<file path="config.mk">
export PLATFORM = sky130hd
export DESIGN_NAME = b_bop_fu_flat
export DESIGN_NICKNAME = d
export VERILOG_FILES = /design/src/rtl/b_bop_fu_pkg.sv /design/src/rtl/b_bop_fu_if.sv /design/src/rtl/b_bop.sv /design/src/rtl/b_bop_fu.sv /design/src/flat_wrapper.sv
export SDC_FILE = /design/constraint.sdc
export NUM_CORES = 1
export LEC_CHECK = 0
export CAP_MARGIN = 20
export CORE_MARGIN = 2
export CORE_UTILIZATION = 40
export DETAILED_ROUTE_END_ITERATION = 7
export PLACE_DENSITY = 0.72
export SLEW_MARGIN = 5
export SYNTH_ARGS = -nofsm -noshare
export SYNTH_HDL_FRONTEND = slang
export SYNTH_HIERARCHICAL = 1
export SYNTH_SLANG_ARGS = --single-unit
</file>
<file path="constraint.sdc">
create_clock -name g_clk -period 7.34 [get_ports g_clk]
set_clock_uncertainty 0.15 [all_clocks]
set_input_delay 1.835 -clock g_clk [delete_from_list [all_inputs] [get_ports g_clk]]
set_output_delay 1.835 -clock g_clk [all_outputs]
set_load 0.02 [all_outputs]
</file>
<file path="src/rtl/b_bop_fu_pkg.sv">
// Shared types and truth-table constants for the bop functional unit.
package b_bop_fu_pkg;

   localparam int unsigned XLEN = 32;

   typedef logic [XLEN-1:0] word_t;

   localparam logic [7:0] BOP_XOR3 = 8'h96;
   localparam logic [7:0] BOP_MAJ  = 8'hE8;
   localparam logic [7:0] BOP_RS1  = 8'hAA;
   localparam logic [7:0] BOP_ZERO = 8'h00;

endpackage

</file>
<file path="src/rtl/b_bop_fu_if.sv">
// Issue-side request channel and writeback-side response channel of the bop unit.
interface b_bop_fu_if
   import b_bop_fu_pkg::*;
#(
   parameter int TAG_W = 4
);
   logic             req_valid;
   logic             req_ready;
   word_t            req_rs1;
   word_t            req_rs2;
   word_t            req_rd;
   logic [7:0]       req_lut;
   logic [TAG_W-1:0] req_tag;

   logic             rsp_valid;
   logic             rsp_ready;
   word_t            rsp_result;
   logic [TAG_W-1:0] rsp_tag;

   modport master (
      output req_valid, req_rs1, req_rs2, req_rd, req_lut, req_tag, rsp_ready,
      input  req_ready, rsp_valid, rsp_result, rsp_tag
   );

   modport slave (
      input  req_valid, req_rs1, req_rs2, req_rd, req_lut, req_tag, rsp_ready,
      output req_ready, rsp_valid, rsp_result, rsp_tag
   );
endinterface

</file>
<file path="src/rtl/b_bop.sv">
// Combinational ternary bitwise operation: each result bit is looked up in an
// 8-entry truth table indexed by {rd, rs2, rs1} at that bit position.
module b_bop
   import b_bop_fu_pkg::*;
(
   input  word_t      rs1,
   input  word_t      rs2,
   input  word_t      rd,
   input  logic [7:0] lut,
   output word_t      result
);

   always_comb begin
      result = '0;
      for (int i = 0; i < XLEN; i++) begin
         result[i] = lut[{rd[i], rs2[i], rs1[i]}];
      end
   end

endmodule

</file>
<file path="src/rtl/b_bop_fu.sv">
// Two-stage pipelined wrapper around b_bop with valid/ready on both sides,
// synchronous flush and a wrapping count of completed responses.
module b_bop_fu
   import b_bop_fu_pkg::*;
#(
   parameter int TAG_W = 4
) (
   input  logic        g_clk,
   input  logic        g_resetn,
   input  logic        flush,
   b_bop_fu_if.slave   bus,
   output logic        busy,
   output logic [31:0] op_count
);

   logic             r_s1_valid;
   word_t            r_s1_rs1;
   word_t            r_s1_rs2;
   word_t            r_s1_rd;
   logic [7:0]       r_s1_lut;
   logic [TAG_W-1:0] r_s1_tag;

   logic             r_s2_valid;
   word_t            r_s2_result;
   logic [TAG_W-1:0] r_s2_tag;

   logic [31:0]      r_op_count;

   logic             w_s2_adv;
   logic             w_req_ready;
   logic             w_accept;
   logic             w_rsp_hs;
   word_t            w_result;

   assign w_s2_adv    = !r_s2_valid || bus.rsp_ready;
   assign w_req_ready = (!r_s1_valid || w_s2_adv) && !flush;
   assign w_accept    = bus.req_valid && w_req_ready;
   assign w_rsp_hs    = r_s2_valid && bus.rsp_ready;

   b_bop u_bop (
      .rs1    (r_s1_rs1),
      .rs2    (r_s1_rs2),
      .rd     (r_s1_rd),
      .lut    (r_s1_lut),
      .result (w_result)
   );

   always_ff @(posedge g_clk or negedge g_resetn) begin
      if (!g_resetn) begin
         r_s1_valid <= 1'b0;
         r_s2_valid <= 1'b0;
      end else if (flush) begin
         r_s1_valid <= 1'b0;
         r_s2_valid <= 1'b0;
      end else begin
         if (w_accept) begin
            r_s1_valid <= 1'b1;
         end else if (w_s2_adv) begin
            r_s1_valid <= 1'b0;
         end
         if (w_s2_adv) begin
            r_s2_valid <= r_s1_valid;
         end
      end
   end

   // Payload registers carry no reset; they are only meaningful under their valid bit.
   always_ff @(posedge g_clk) begin
      if (w_accept) begin
         r_s1_rs1 <= bus.req_rs1;
         r_s1_rs2 <= bus.req_rs2;
         r_s1_rd  <= bus.req_rd;
         r_s1_lut <= bus.req_lut;
         r_s1_tag <= bus.req_tag;
      end
      if (w_s2_adv) begin
         r_s2_result <= w_result;
         r_s2_tag    <= r_s1_tag;
      end
   end

   // Counts handshakes even in a flush cycle; flush does not clear it.
   always_ff @(posedge g_clk or negedge g_resetn) begin
      if (!g_resetn) begin
         r_op_count <= '0;
      end else if (w_rsp_hs) begin
         r_op_count <= r_op_count + 32'd1;
      end
   end

   assign bus.req_ready  = w_req_ready;
   assign bus.rsp_valid  = r_s2_valid;
   assign bus.rsp_result = r_s2_result;
   assign bus.rsp_tag    = r_s2_tag;
   assign busy           = r_s1_valid || r_s2_valid;
   assign op_count       = r_op_count;

endmodule

</file>
<file path="src/flat_wrapper.sv">
// flat-port wrapper written by rule: the top's interface ports become plain ports
module b_bop_fu_flat import b_bop_fu_pkg::*;
#(
   parameter int TAG_W = 4
)
  (g_clk, g_resetn, flush, busy, op_count, bus_req_valid, bus_req_rs1, bus_req_rs2, bus_req_rd, bus_req_lut, bus_req_tag, bus_rsp_ready, bus_req_ready, bus_rsp_valid, bus_rsp_result, bus_rsp_tag);
  b_bop_fu_if #(.TAG_W(TAG_W)) bus_i ();
  input  logic g_clk;
  input  logic g_resetn;
  input  logic flush;
  output logic busy;
  output logic [31:0] op_count;
  input wire logic [$bits(bus_i.req_valid)-1:0] bus_req_valid;
  input wire logic [$bits(bus_i.req_rs1)-1:0] bus_req_rs1;
  input wire logic [$bits(bus_i.req_rs2)-1:0] bus_req_rs2;
  input wire logic [$bits(bus_i.req_rd)-1:0] bus_req_rd;
  input wire logic [$bits(bus_i.req_lut)-1:0] bus_req_lut;
  input wire logic [$bits(bus_i.req_tag)-1:0] bus_req_tag;
  input wire logic [$bits(bus_i.rsp_ready)-1:0] bus_rsp_ready;
  output wire logic [$bits(bus_i.req_ready)-1:0] bus_req_ready;
  output wire logic [$bits(bus_i.rsp_valid)-1:0] bus_rsp_valid;
  output wire logic [$bits(bus_i.rsp_result)-1:0] bus_rsp_result;
  output wire logic [$bits(bus_i.rsp_tag)-1:0] bus_rsp_tag;
  assign bus_i.req_valid = bus_req_valid;
  assign bus_i.req_rs1 = bus_req_rs1;
  assign bus_i.req_rs2 = bus_req_rs2;
  assign bus_i.req_rd = bus_req_rd;
  assign bus_i.req_lut = bus_req_lut;
  assign bus_i.req_tag = bus_req_tag;
  assign bus_i.rsp_ready = bus_rsp_ready;
  assign bus_req_ready = bus_i.req_ready;
  assign bus_rsp_valid = bus_i.rsp_valid;
  assign bus_rsp_result = bus_i.rsp_result;
  assign bus_rsp_tag = bus_i.rsp_tag;
  b_bop_fu #(.TAG_W(TAG_W)) u_core (.g_clk(g_clk), .g_resetn(g_resetn), .flush(flush), .bus(bus_i), .busy(busy), .op_count(op_count));
endmodule
</file>
==> impl_metrics.toml, run 1 <==
[run_status]
status = "finished clean"

[sta]
setup_tns_ns = 0
setup_viol = 0
slew_headroom_pct = 25.8
min_period_over_period_pct = 73.4
period_needed_ns = 5.39
tightestPinTransition_ns = 1.11
maxSlewViolCount = 0
grt_setup_unrepaired = "no"
worst_slack_ns = 1.95
final-hold-violation-count = 0
fmax_mhz = 186

[detailed_routing]
wl_met2_mm = 9.26
topRoutingLayerUsed = "met4"
drt_first_pass_iters = 5
wl_mm = 18.6
met1Wirelength_mm = 7.60
routed_via_density = 5.41
ant_nets = 0
drt_iter0_drc = 332
wl_met3_mm = 1.44
wl_per_cell_um = 21.4
via_count = 4692
drc = 0

[cts]
post_cts_resized = 0
postCtsHoldBufs = 0
clock-root-buffer = "clkbuf_16"
path_clk_slew_ns = 0.06
htreeDepth = 4
post-cts-setup-buffers = 0
clk_latency_ns = 0.42
cts_buffers = 17
cts_sinks = 178
cts_tree = "yes"
clockBufferDepth = 2

[yosys]
synth_fp_nets = 518
synth_area_per_cell_um2 = 19.9
yosysWarnings = 6
synth_top_flop_cell = "edfxtp_1"
yosys_register_bits = 178
syn_inst = 404
synth_seq_area_share_pct = 64.2
syn_area_um2 = 8060
synthArstFlopShare_pct = 19.1
ys_types = 32
synth-edff-count = 144

[floorplanning]
dieArea_um2 = 21300
die_w_um = 146
num_rows = 51
die_y_um = 146
ioPinCount = 184
core_um2 = 19600
initial_core_util_pct = 41.1

[worst_setup_path]
cpMostUsedCell = "clkdlybuf4s50_1"
cp_max_fo = 5
startpoint_type = "input pin"
required_ns = 5.36
cp_slowest_stage_delay_ns = 0.64
cp.arrival_ns = 3.40
cp_cell_sequence = "clkdlybuf4s50_1 > nor2b_1 > a21oi_1 > clkdlybuf4s50_1"
path_class = "in2out"
critPathSlowestCell = "clkdlybuf4s50_1"
end_kind = "primary output"

[global_route]
grtUsageTotal_pct = 17.6
antenna_found_initial = 0
grt_pass1_vias = 5067
grt_max_degree = 65
grt_pass1_wl_mm = 28.5
grt_remaining_overflow = 0

[pwr]
power.density_nw_per_um2 = 221
finalPower_uw = 2390
p_leak_uw = 0.00396
peakVddDrop_v = 0.000187

[layout]
drive_gt1_share_pct = 15.8
fin_nets = 703
design_area_um2 = 10800
area_delta_synth_final_pct = 34.0
diodes = 0

[place]
routabilityCongestion = 0.864
pre_cts_ws_ns = 1.94
hpwl_mm = 11.5
io_buffers = 183
dpl-instance-area_um2 = 10100

[run]
drv_cap = 0

[hold_path]
min_path_type = "reg2reg"
[sequential cells by signal, summed over array words and instances, names as in the netlist]
register               count
u_core/r_s1_rs1           32
u_core/r_s1_rd            32
u_core/bus.rsp_result     32
u_core/r_s1_lut            8
u_core/bus.rsp_valid       1
u_core/r_s1_tag            4
u_core/r_s1_valid          1
u_core/bus.rsp_tag         4
u_core/op_count           32
u_core/r_s1_rs2           32
[cells by family after synthesis]
logic type               count (synthesis)  synth area share [%]
flip-flops                             178                  64.2
multiplexers                            97                  25.0
AND/OR/NAND/NOR                         66                  5.08
XOR/XNOR                                31                  3.37
buffers and inverters                   29                  2.00
AO/OA/AOI/OAI                            2                 0.124
adder cells (fa/ha/maj)                  1                 0.155
[routing by layer]
layer / global-route usage, % / up-vias
met2: 29.6 / 200
met5: 0 / -
met3: 6.02 / 17
li1: - / 2059
met1: 21.5 / 2416
met4: 5.49 / 0
[stage by stage]
step	util, %	cells	hold slack, ns
final	55.1	867	0.282
after CTS	54.7	863	0.283
after floorplan	-	404	0.250
after global routing	55.1	867	0.286
after global placement	51.5	829	0.260
after detailed placement	51.7	831	0.261
[worst max-delay path, delay by kind of cell]
| family | cells | cell delay [ns] |
|---|---|---|
| AO/OA/AOI/OAI | 1 | 0.21 |
| buffers and inverters | 2 | 1.22 |
| AND/OR/NAND/NOR | 1 | 0.14 |
[cell usage in the layout (no fill, tap or decap), types with 3 or more instances in the layout]
cell type,count
clkdlybuf4s50_1,183
edfxtp_1,144
mux4_1,54
dfrtp_1,34
mux2_2,33
clkbuf_16,19
xnor2_1,17
xor2_1,14
nand2_1,12
nand3_1,11
nor2_1,10
mux4_2,10
nor3_2,8
nand4_1,6
and3_1,4
clkbuf_1,3
clkbuf_4,3
inv_1,3
buf_16,3
buf_8,3
[synth_stat cells, types with 2 or more instances]
cell type       instances  area, µm²
a21oi_1                 2       10.0
and2_1                  3       18.8
and3_1                  4       25.0
clkbuf_1               18       67.6
dfrtp_1                34        851
dlymetal6s2s_1          5       62.6
edfxtp_1              144       4320
inv_1                   4       15.0
mux2_2                 33        372
mux4_1                 54       1420
mux4_2                 10        225
nand2_1                12       45.0
nand3_1                11       55.1
nand4_1                 6       37.5
nor2_1                 10       37.5
nor3_2                  8       80.1
nor4_1                  2       12.5
xnor2_1                17        149
xor2_1                 14        123
[power breakdown]
part / total [µW] / internal (µW) / switching (µW)
logic: 299 / 180 / 119
registers: 1220 / 1160 / 52.7
clock network: 874 / 506 / 368
[layout make-up]
type	count	area (µm²)
timing repair buffer	191	1970
clock inverter	5	37.5
inverter	4	15.0
tap	265	332
sequential	178	5170
fill	1535	8800
clock buffer	27	537
multi-input combinational	197	2720
[final timing paths]
check / depth (start not counted) / startpoint / endpoint / slack, ns
setup / recovery: 4 / bus_rsp_ready / bus_req_ready / 1.95
max in group asynchronous: 2 / g_resetn / u_core/op_count[29] / 5.05
hold reg to reg: 0 / u_core/r_s1_tag[0] / u_core/bus.rsp_tag[0] / 0.28
min in group asynchronous: 2 / g_resetn / u_core/op_count[7] / 1.67
setup reg to reg: 4 / u_core/bus.rsp_valid / u_core/r_s1_rd[26] / 4.53
hold / removal: 0 / u_core/r_s1_tag[0] / u_core/bus.rsp_tag[0] / 0.28
No activity file was read; power rests on OpenSTA's default activity.
==> run 2: changes to the inputs <==
==> constraint.sdc (replaced) <==
create_clock -name g_clk -period 4.96 [get_ports g_clk]
set_clock_uncertainty 0.15 [all_clocks]
set_input_delay 1.24 -clock g_clk [delete_from_list [all_inputs] [get_ports g_clk]]
set_output_delay 1.24 -clock g_clk [all_outputs]
set_load 0.02 [all_outputs]
==> run 2 against run 1 <==
Net effect: die area unchanged; final cell count up 0.23%; via count down 0.77%; first-iteration DRC count down 19%; clock power up 54%; largest cell class unchanged.
==> impl_metrics.toml, run 2 (synthesis gave the netlist of run 1 again) <==
[global_route]
grt_pass1_wl_mm = 27.6
grt_remaining_overflow = 0
grt_pass1_vias = 4923
grt_max_degree = 64
grtUsageTotal_pct = 17.0
antenna_found_initial = 0

[floorplanning]
core_um2 = 19600
die_y_um = 146
die_w_um = 146
num_rows = 51
ioPinCount = 184
dieArea_um2 = 21300
initial_core_util_pct = 41.1

[sta]
fmax_mhz = 238
min_period_over_period_pct = 84.8
final-hold-violation-count = 0
worst_slack_ns = 0.752
setup_tns_ns = 0
tightestPinTransition_ns = 0.937
grt_setup_unrepaired = "no"
maxSlewViolCount = 0
setup_viol = 0
period_needed_ns = 4.21
slew_headroom_pct = 37.5

[cts]
clk_latency_ns = 0.43
postCtsHoldBufs = 0
cts_sinks = 178
cts_tree = "yes"
clock-root-buffer = "clkbuf_16"
htreeDepth = 4
post-cts-setup-buffers = 0
clockBufferDepth = 2
cts_buffers = 17
post_cts_resized = 0
path_clk_slew_ns = 0.07

[pwr]
p_leak_uw = 0.00399
peakVddDrop_v = 0.000214
finalPower_uw = 3590
power.density_nw_per_um2 = 331

[detailed_routing]
wl_mm = 18.3
via_count = 4656
wl_per_cell_um = 21.0
drt_iter0_drc = 270
drc = 0
ant_nets = 0
drt_first_pass_iters = 4
routed_via_density = 5.36

[worst_setup_path]
cp-startpoint = "bus_rsp_ready"
startpoint_type = "input pin"
cp_max_fo = 5
r2r_start = "u_core/bus.rsp_valid"
path_class = "in2out"
cp.arrival_ns = 2.82
end_kind = "primary output"
required_ns = 3.57

[layout]
drive_gt1_share_pct = 16.6
diodes = 0
final_cell_mix = "clkdlybuf4s50_1, edfxtp_1, mux4_1"
mostFrequentLayoutCell = "clkdlybuf4s50_1"
area_delta_synth_final_pct = 34.7
fin_nets = 705
final_cells = 869

[place]
dp_cells = 829
routabilityCongestion = 0.855
io_buffers = 183
pre_cts_ws_ns = 0.750
hpwl_mm = 11.2

[hold_path]
hp-start = "u_core/r_s1_tag[2]"
min_path_type = "reg2reg"

[run_status]
status = "finished clean"

[run]
drv_cap = 0
run 2: cell count changes in the layout (fill, tap and decap cells not counted), moves of 2 or more:
cell	delta
clkbuf_4	-3
clkbuf_1	-3
buf_8	+2
inv_8	+2
inv_6	+5
run 2: final timing paths:
kind | end | cells past startpoint | slack [ns]
min in group asynchronous | u_core/op_count[1] | 2 | 1.05
max in group asynchronous | u_core/op_count[6] | 2 | 3.31
worst max register to register | u_core/r_s1_rs1[9] | 4 | 2.54
worst min-delay path | u_core/bus.rsp_tag[2] | 0 | 0.28
worst max-delay path | bus_req_ready | 4 | 0.75
worst min register to register | u_core/bus.rsp_tag[2] | 0 | 0.28
run 2: power breakdown:
group	switching, µW	internal (µW)
combinational	181	269
clock	611	734
sequential	70.4	1720
run 2: routing by layer:
metal / GRT usage [%] / vias up / routed length, µm
li1: - / 2060 / -
met1: 21.1 / 2397 / 7740
met2: 28.7 / 177 / 9020
met3: 5.11 / 22 / 1260
met4: 5.69 / 0 / 248
met5: 0 / - / 0
run 2: worst max-delay path, stage by stage:
cell and delay (ns):
clkdlybuf4s50_1 0.59, nor2b_1 0.14, a21oi_1 0.21, clkdlybuf4s50_1 0.63
run 2: cell type report:
type                    instances  area, µm²
inverters                       4       15.0
flip-flops and latches        178       5170
multi-input cells             197       2720
clock inverters                12        105
clock buffers                  20        489
well taps                     265        332
fillers                      1512       8740
repair buffers                193       2020
run 2: stage by stage:
| stage | utilization (%) | hold WS (ns) | area, µm² |
|---|---|---|---|
| 6_report | 55.4 | 0.276 | 10900 |
| 5_1_grt | 55.4 | 0.282 | 10900 |
| 4_1_cts | 54.6 | 0.280 | 10700 |
| 3_5_place_dp | 51.6 | 0.267 | 10100 |
| 3_3_place_gp | 51.6 | 0.259 | 10100 |
| 2_1_floorplan | - | 0.250 | 8060 |
